[src/rtl/dmem_dump_ctrl.sv]
// Data-memory port arbiter: core pass-through plus a
// sequential memory dump engine with valid/ready output.
module dmem_dump_ctrl #(
  parameter int N      = 64,
  parameter int ADDR_W = 5
) (
  input  logic              CLOCK_50,
  input  logic              reset,
  input  logic [N-1:0]      cpu_addr,
  input  logic              cpu_we,
  input  logic [N-1:0]      cpu_wdata,
  output logic              cpu_stall,
  output logic [ADDR_W-1:0] mem_addr,
  output logic              mem_we,
  output logic [N-1:0]      mem_wdata,
  input  logic [N-1:0]      mem_rdata,
  input  logic              dump,
  output logic              dump_valid,
  input  logic              dump_ready,
  output logic [N-1:0]      dump_data,
  output logic [ADDR_W-1:0] dump_index,
  output logic              dump_busy,
  output logic              dump_done
);

  typedef enum logic [2:0] {
    S_IDLE,
    S_ADDR,
    S_CAPT,
    S_SEND,
    S_DONE
  } state_t;

  localparam logic [ADDR_W-1:0] LAST = '1;

  state_t              r_state;
  state_t              w_next;
  logic [ADDR_W-1:0]   r_idx;
  logic                r_dump_q;
  logic [N-1:0]        r_data;
  logic [ADDR_W-1:0]   r_index;
  logic                w_start;
  logic                w_accept;
  logic                w_unused;

  // Only the word-address field of the byte address is used.
  assign w_unused = ^{cpu_addr[N-1:ADDR_W+3],
                      cpu_addr[2:0]};

  assign w_start  = (r_state == S_IDLE) &&
                    dump && !r_dump_q;
  assign w_accept = (r_state == S_SEND) &&
                    dump_ready;

  assign dump_data  = r_data;
  assign dump_index = r_index;

  always_ff @(posedge CLOCK_50 or posedge reset) begin
    if (reset) begin
      r_state  <= S_IDLE;
      r_idx    <= '0;
      r_dump_q <= 1'b0;
      r_data   <= '0;
      r_index  <= '0;
    end else begin
      r_state  <= w_next;
      r_dump_q <= dump;
      if (w_start) begin
        r_idx <= '0;
      end else if (w_accept && r_idx != LAST) begin
        r_idx <= r_idx + 1'b1;
      end
      if (r_state == S_CAPT) begin
        r_data  <= mem_rdata;
        r_index <= r_idx;
      end
    end
  end

  always_comb begin
    w_next     = r_state;
    cpu_stall  = 1'b1;
    mem_addr   = r_idx;
    mem_we     = 1'b0;
    mem_wdata  = cpu_wdata;
    dump_valid = 1'b0;
    dump_busy  = 1'b1;
    dump_done  = 1'b0;
    unique case (r_state)
      S_IDLE: begin
        cpu_stall = 1'b0;
        dump_busy = 1'b0;
        mem_addr  = cpu_addr[ADDR_W+2:3];
        mem_we    = cpu_we;
        if (w_start) begin
          w_next = S_ADDR;
        end
      end
      S_ADDR: begin
        w_next = S_CAPT;
      end
      S_CAPT: begin
        w_next = S_SEND;
      end
      S_SEND: begin
        dump_valid = 1'b1;
        if (dump_ready) begin
          w_next = (r_idx == LAST) ? S_DONE
                                   : S_ADDR;
        end
      end
      S_DONE: begin
        dump_done = 1'b1;
        w_next    = S_IDLE;
      end
      default: begin
        w_next = S_IDLE;
      end
    endcase
  end

endmodule

[config.mk]
export PLATFORM = sky130hd
export DESIGN_NAME = dmem_dump_ctrl
export DESIGN_NICKNAME = d
export VERILOG_FILES = /design/src/rtl/dmem_dump_ctrl.sv
export SDC_FILE = /design/constraint.sdc
export NUM_CORES = 1
export LEC_CHECK = 0
export BUFFER_PORTS_ARGS = -buffer_cell sky130_fd_sc_hd__buf_2
export CORE_AREA = 2 2 130 132
export CTS_CLUSTER_DIAMETER = 30
export DETAILED_ROUTE_END_ITERATION = 8
export DIE_AREA = 0 0 132 134
export GPL_ROUTABILITY_DRIVEN = 0
export PLACE_DENSITY = 0.63
export SYNTH_ARGS = -nofsm -noshare
export SYNTH_HDL_FRONTEND = slang
export SYNTH_SLANG_ARGS = --single-unit
[constraint.sdc]
create_clock -name CLOCK_50 -period 6 [get_ports CLOCK_50]
set_clock_uncertainty 0.1 [all_clocks]
set_input_delay 0.6 -clock CLOCK_50 [delete_from_list [all_inputs] [get_ports CLOCK_50]]
set_output_delay 0.6 -clock CLOCK_50 [all_outputs]
set_load 0.03 [all_outputs]
# After elaboration in Yosys (flattened, before gate mapping)
# Cells that the tools add are included.
[word_totals] register_bits=78 latch_bits=0 ramBits=0 mem_bits_ro=0 inputBits=197 out_inout_bits=143 mem_count=0
[op_classes] add_sub_neg=1 n_mul=0 n_div=0 magnitude_cmp=0 eq_ne=8 shifts=0 muxes=11 n_bitwise=0 reduce_logical=8
[op_table] cell="2-to-1 mux 5 bit" count=3
[op_table] cell="case mux 3 bit (4 select lines)" count=1
[op_table] cell="2-to-1 mux 3 bit" count=3
[op_table] cell="== test 3 x 2 -> 1 bit (second input constant)" count=2
[op_table] cell="adder 5 x 1 -> 5 bit (second input constant)" count=1
[op_table] cell="== test 5 bit (second input constant)" count=1
[op_table] cell="!= test 5 bit (second input constant)" count=1
[op_table] cell="logical AND 1 bit" count=4
[op_table] cell="2-to-1 mux 1 bit" count=4
[op_table] cell="!= test 2 bit (second input constant)" count=2
[op_table] cell="== test 3 x 1 -> 1 bit (second input constant)" count=1
[op_table] cell="== test 3 bit (second input constant)" count=1
[op_table] cell="zero test 3 bit" count=1
[op_table] cell="AND reduction 2 bit" count=1
[op_table] cell="nonzero test 2 bit" count=1
[op_table] cell="zero test 1 bit" count=1

# Depth between registers and ports, before layout
# Gate-level depths: netlist of the first run.
[depth] ltp_word=5 ltp_mapped=6 mapped_depth_nobuf=6

# Worst setup path before layout of the first run
# No wires, ideal clock.
[synth_timing] kind="reg-to-output" startpoint="register r_state[0]" endpoint="output mem_addr[0]" t_arrival_ns=1.534 slack_ns=3.766 stages_incl_launch_ff=6 n_path_buf=1 cell_sequence="dfrtp_1 buf_2 nor3_2 clkinv_1 nand2_1 nand2_1"
[synth_between] elab_chain_len=2
[synth_rtl] element="start: declaration" line_no="36" text="state_t r_state;"
[synth_rtl] element="start signal: assignment" line_no="66" text="r_state <= w_next;"
[synth_rtl] element="zero test 3 bit" line_no="89" text="unique case (r_state)"
[synth_rtl] element="2-to-1 mux 5 bit" line_no="89"
[synth_rtl] element="end: declaration" line_no="13" text="output logic [ADDR_W-1:0] mem_addr,"
# Every way passes these cells.

# Final worst setup path of the first run
[layout_timing] startpoint="register r_state[0]" endpoint="output mem_addr[4]"
# Same word-level chain as after synthesis.

==> metrics.txt, run 1 <==
critical path required time 5.30 ns; Yosys cell types 28; Sink Count 78; initial core utilization 21.9%; ranking of synthesized cells by area dfrtp_1 55%, mux2_2 19%, buf_4 14%; Ports 340; Synth Area per Inst 13.0 um^2; Pint 1670 uW; Max-slew headroom 33.8%; Yosys top cell area share 54.8%; worst endpoint data arrival time 1.86 ns; vias post-DR 2350; Sw Share 42.1%; clock network fraction of design power 20.4%; CTS Hold Buffers Added 0; DP HPWL 5590 um; first-pass GRT wire length 12300 um; FP Rows 47; clock buffer depth 2; Slew @ Worst Pin 0.992 ns; drt pass-1 iters 4; top_reg_cell synth dfrtp_1; starting DRC count in detailed routing 69; switching power 1220 uW; CTS tree built; layout overhead on the synthesized area 23.8%; fin util 27.1%; post-CTS setup repair buffer count 0; Comb power frac 47.2%; crit path time final 2.56 ns; Final Cycle Share 42.7%; crit end category output pin; Post-synth ARST share 100%; outcome finished clean; RSZ-0062 raised after global routing no; cell with the most instances after synthesis dfrtp_1; Final Max Slew Viols 0; TritonCTS buffer count 9; Final Hold Viols 0; Worst setup SP type register; cell taking the most area after synthesis dfrtp_1; Max Cap Viol 0; Power Density 656 mW/mm^2; r2r setup slk 3.87 ns; ANT nets after route 0; Die Wd 132 um; # diodes 0; post-DR wirelength/cell 13.1 um; critical path class register to output pin; layout cells sized above 1 62.2%; H-tree depth 3; flops & latches, synth 78; Pleak 0.00211 uW; Placed Cells 575; Syn. warnings 0; Gate Count Post-Synth 274; Seq pwr share 32.4%; # nets final 565; Total GRT Usage 8.99%; Layout Cells excl Fill 590; Clk Latency, worst-skew pair 0.33 ns; WHS 0.288 ns; number of synthesized flops with an enable pin 0; Worst Path Max Fanout 10; fill count 1726; port buffer count 152; commonest cells in the netlist 78 x dfrtp_1, 67 x buf_4, 59 x mux2_2; Mapped Area 0.00356 mm^2; sequential area share after synthesis 54.8%; area of the die 0.0177 mm^2; total power draw 2890 uW; final WL 7750 um; Post-Synthesis Net Count 473; Clock Pin Slew Worst Setup and Hold Paths 0.06 ns; Max Clk Rate 391 MHz; IR drop worst, VDD 0.000268 V; HP Class input port to register; root buffer cell clkbuf_16; largest net degree at the start of global routing 79; Setup Viol. Count Final 0; initial antenna violation count 0; vias per cell 3.98; total gr overflow 0; setup_tns 0 ns; CTS resizes 0; Die H 134 um; Core Area 0.0163 mm^2; vias in the first global route 2467; DRC 0
## path summary, 6_finish.rpt
check                                   from            end  depth (start not counted)
worst max-delay path              r_state[0]    mem_addr[4]                          5
worst min-delay path                    dump       r_dump_q                          1
worst max register to register    r_state[2]   dump_data[0]                          4
worst min register to register  dump_data[5]   dump_data[5]                          1
max in group asynchronous              reset  dump_data[10]                          3
min in group asynchronous              reset  dump_data[42]                          3
## cell usage in the layout (no fill, tap or decap), types with 2 or more instances in the layout
master     synthesis  layout
mux2_2            59      59
clkbuf_8           0       2
nand3_1            5       5
clkbuf_16          0       9
bufinv_16          0       2
inv_1              3       2
nor2_1             4       4
a21oi_1            4       4
o21ai_0            4       4
buf_4             67       2
ha_1               2       2
buf_2              6     152
nand2b_1           2       2
nand2_1           15      15
dfrtp_1           78      78
mux2_1            10      10
## kinds of logic after synthesis
logic type               after synthesis  synth area share [%]
flip-flops                            78                  54.8
buffers and inverters                 77                  15.4
multiplexers                          70                  22.1
AND/OR/NAND/NOR                       35                  4.99
AO/OA/AOI/OAI                         12                  1.97
adder cells (fa/ha/maj)                2                 0.703
## state kept, by name, indices dropped and copies added (netlist names)
signal      cells
r_dump_q        1
dump_data      64
r_state         3
r_idx           5
dump_index      5
## worst max-delay path, cell delays in order (launching register included)
cell and delay, ns:
dfrtp_1 0.50, nor3_2 0.34, clkinv_1 0.31, nand2_1 0.15, nand2_1 0.06, buf_2 0.17
## metrics by stage
step | worst slack, ns | instance area (um^2)
detailed placement | 3.78 | 4080
floorplan | 3.30 | 3560
global route | 3.24 | 4410
CTS | 3.40 | 4410
finish | 3.44 | 4410
global placement | 3.84 | 4080
## power groups by stage
stage          clock network, uW  logic, uW  registers, uW
6_report                     592       1360            937
5_1_grt                      643       1450            975
4_1_cts                      619       1380            940
3_5_place_dp                   0       1390            942
3_3_place_gp                   0       1360            935
2_1_floorplan                  0        610           1400
## layer usage
metal	up-vias	wire (um)	GRT usage (%)	part of all wire, %
met3	42	823	4.12	11
met5	-	0	0	0
met4	0	423	8.03	5.5
li1	1052	-	-	-
met2	151	3540	13.6	46
met1	1105	2960	9.38	38
## area by class of cell
cell class | count | area, um^2 | area share [%]
flip-flops and latches | 78 | 1950 | 44.3
multi-input cells | 119 | 1060 | 24.2
repair buffers | 154 | 776 | 17.6
well taps | 220 | 275 | 6.24
clock buffers | 12 | 256 | 5.82
clock inverters | 3 | 67.6 | 1.53
inverters | 4 | 16.3 | 0.369
Note: power is estimated with default switching activity, not from simulation.
==> inputs of run 2 (changes only) <==
Settings changed: CORE_AREA 2 2 130 132 to 2 2 131 133, DIE_AREA 0 0 132 134 to 0 0 133 135, PLACE_DENSITY 0.63 to 0.64.
Clock period 6 ns to 2.05 ns, I/O delays scaled along.
==> run 2 against run 1 <==
Effect of this change: combinational power rose to 3.1 times the previous value; clock power rose to 2.8 times the previous value; critical endpoint is now mem_addr[1]; non-clock buffer count up 70; register-to-register slack worse by 3.7 ns; design area up 16%; sequential power rose to 2.9 times the previous value; utilization up 4.0 points; worst hold slack worse by 0.25 ns; die area up 1.5%; via count up 13%; critical path depth unchanged; largest cell class unchanged.
==> metrics.txt, run 2 (synthesis results as in run 1) <==
outcome finished clean; H-tree depth 3 (unchanged); # diodes 0 (unchanged); initial antenna violation count 0 (unchanged); Slew @ Worst Pin 0.535 ns (-0.457 ns); CTS tree built; first-pass GRT wire length 14100 um (+15%); Placed Cells 579 (+0.70%); vias in the first global route 2791 (+13%); Ports 340 (unchanged); HP Class input port to register; vias per cell 4.03 (+1.1%); hold path start mem_rdata[49]; RSZ-0062 raised after global routing no; setup_tns 0 ns (unchanged); Core Area 0.0164 mm^2 (+0.72%); DP HPWL 6130 um (+9.7%); CTS resizes 0 (unchanged); initial core utilization 21.7% (-0.16 points); root buffer cell clkbuf_16; worst r2r src r_idx[0]; port buffer count 152 (unchanged); Post-Layout Inst Area 0.00510 mm^2 (+16%); starting DRC count in detailed routing 59 (-14%); Placement Cell Area 0.00413 mm^2 (+1.1%); final WL 9020 um (+16%); Final Max Slew Viols 0 (unchanged); layout cells sized above 1 53.3% (-8.9 points); Setup Viol. Count Final 0 (unchanged); Total GRT Usage 9.99% (+1.0 points); Clk Latency, worst-skew pair 0.33 ns (about the same); largest net degree at the start of global routing 70 (-11%); vias post-DR 2654 (+13%); final worst slack 0.160 ns (-3.28 ns); fin util 31.1% (+4.0 points); Post-Place Setup Slack 0.189 ns (-3.59 ns); Die H 135 um (+0.75%); Power Density 1690 mW/mm^2 (+160%); Layout Cells excl Fill 659 (+12%); crit path time final 1.89 ns; crit end category output pin; worst endpoint data arrival time 1.59 ns (-0.27 ns); TritonCTS buffer count 9 (unchanged); max reg flops 64 (unchanged); # nets final 635 (+12%); total gr overflow 0 (unchanged); Max-slew headroom 64.3% (+30 points); Pleak 0.00241 uW (+14%); Final Cycle Share 92.2%; Max Cap Viol 0 (unchanged); Sink Count 78 (unchanged); area of the die 0.0180 mm^2 (+1.5%); Worst setup SP type register; Clock Pin Slew Worst Setup and Hold Paths 0.06 ns (about the same); CTS Hold Buffers Added 65 (+65); critical path launch point r_state[0]; IR drop worst, VDD 0.000830 V (+210%); post-DR wirelength/cell 13.7 um (+4.3%); critical path class register to output pin; Die Wd 133 um (+0.76%); most common cell after layout, fill and taps aside buf_2; post-CTS setup repair buffer count 0 (unchanged); layout overhead on the synthesized area 43.3%; FP Rows 47 (unchanged); drt pass-1 iters 4 (unchanged); critical path required time 1.75 ns (-3.55 ns); leading cell types in the layout, fill and taps excluded 152 x buf_2, 78 x dfrtp_1, 66 x dlygate4sd3_1; clock buffer depth 2 (unchanged); Max Clk Rate 529 MHz; Worst Path Max Fanout 10 (unchanged); Final Hold Viols 0 (unchanged); DRC 0 (unchanged); ANT nets after route 0 (unchanged)
-- run 2: cell count changes in the layout (fill, tap and decap cells not counted), sizes merged --
cell,before,now
clkinvlp,1,2
clkbuf,12,10
dlygate4sd3,0,66
buf,154,158
-- run 2: path summary, 6_finish.rpt --
kind | to | slack, ns | cells after the start
min in group asynchronous | dump_data[17] | 0.46 | 4
max | mem_addr[1] | 0.16 | 5
min | dump_data[49] | 0.03 | 2
max in group asynchronous | dump_data[54] | 0.98 | 4
max reg2reg | r_idx[3] | 0.17 | 5
min reg2reg | dump_data[4] | 0.38 | 1
-- run 2: area by class of cell --
cell class | count | area (um^2)
fill | 1631 | 11300
sequential | 78 | 1950
timing repair buffer | 224 | 1480
multi-input combinational | 119 | 1060
tap | 220 | 275
clock buffer | 10 | 239
clock inverter | 4 | 72.6
inverter | 4 | 18.8
-- run 2: layer usage --
metal  track usage, %  share of wire (%)  routed length (um)
met5                0                  0                   0
met4             5.85                3.3                 299
met3             3.75                8.8                 796
met2             18.0                 51                4640
met1             9.82                 36                3290
-- run 2: power breakdown --
group	switching (uW)	internal, uW	total, uW	leakage (uW)
Clock	586	1080	1670	0.000150
Combinational	2610	1600	4210	0.00133
Sequential	432	2310	2750	0.000928
Total	3630	4990	8620	0.00241
-- run 2: through the flow --
step / hold WS [ns] / power, uW
final: 0.0334 / 8620
after CTS: 0.00171 / 8710
after global routing: 0.00742 / 9100
after floorplan: 0.136 / 5890
after global placement: 0.238 / 6770
after detailed placement: 0.241 / 6890
-- run 2: critical path, cell delays in order, from the launching register on --
cell and delay, ns:
dfrtp_1 0.50, nor3_2 0.19, clkinv_1 0.22, nand2_1 0.13, nand2_1 0.05, buf_2 0.17
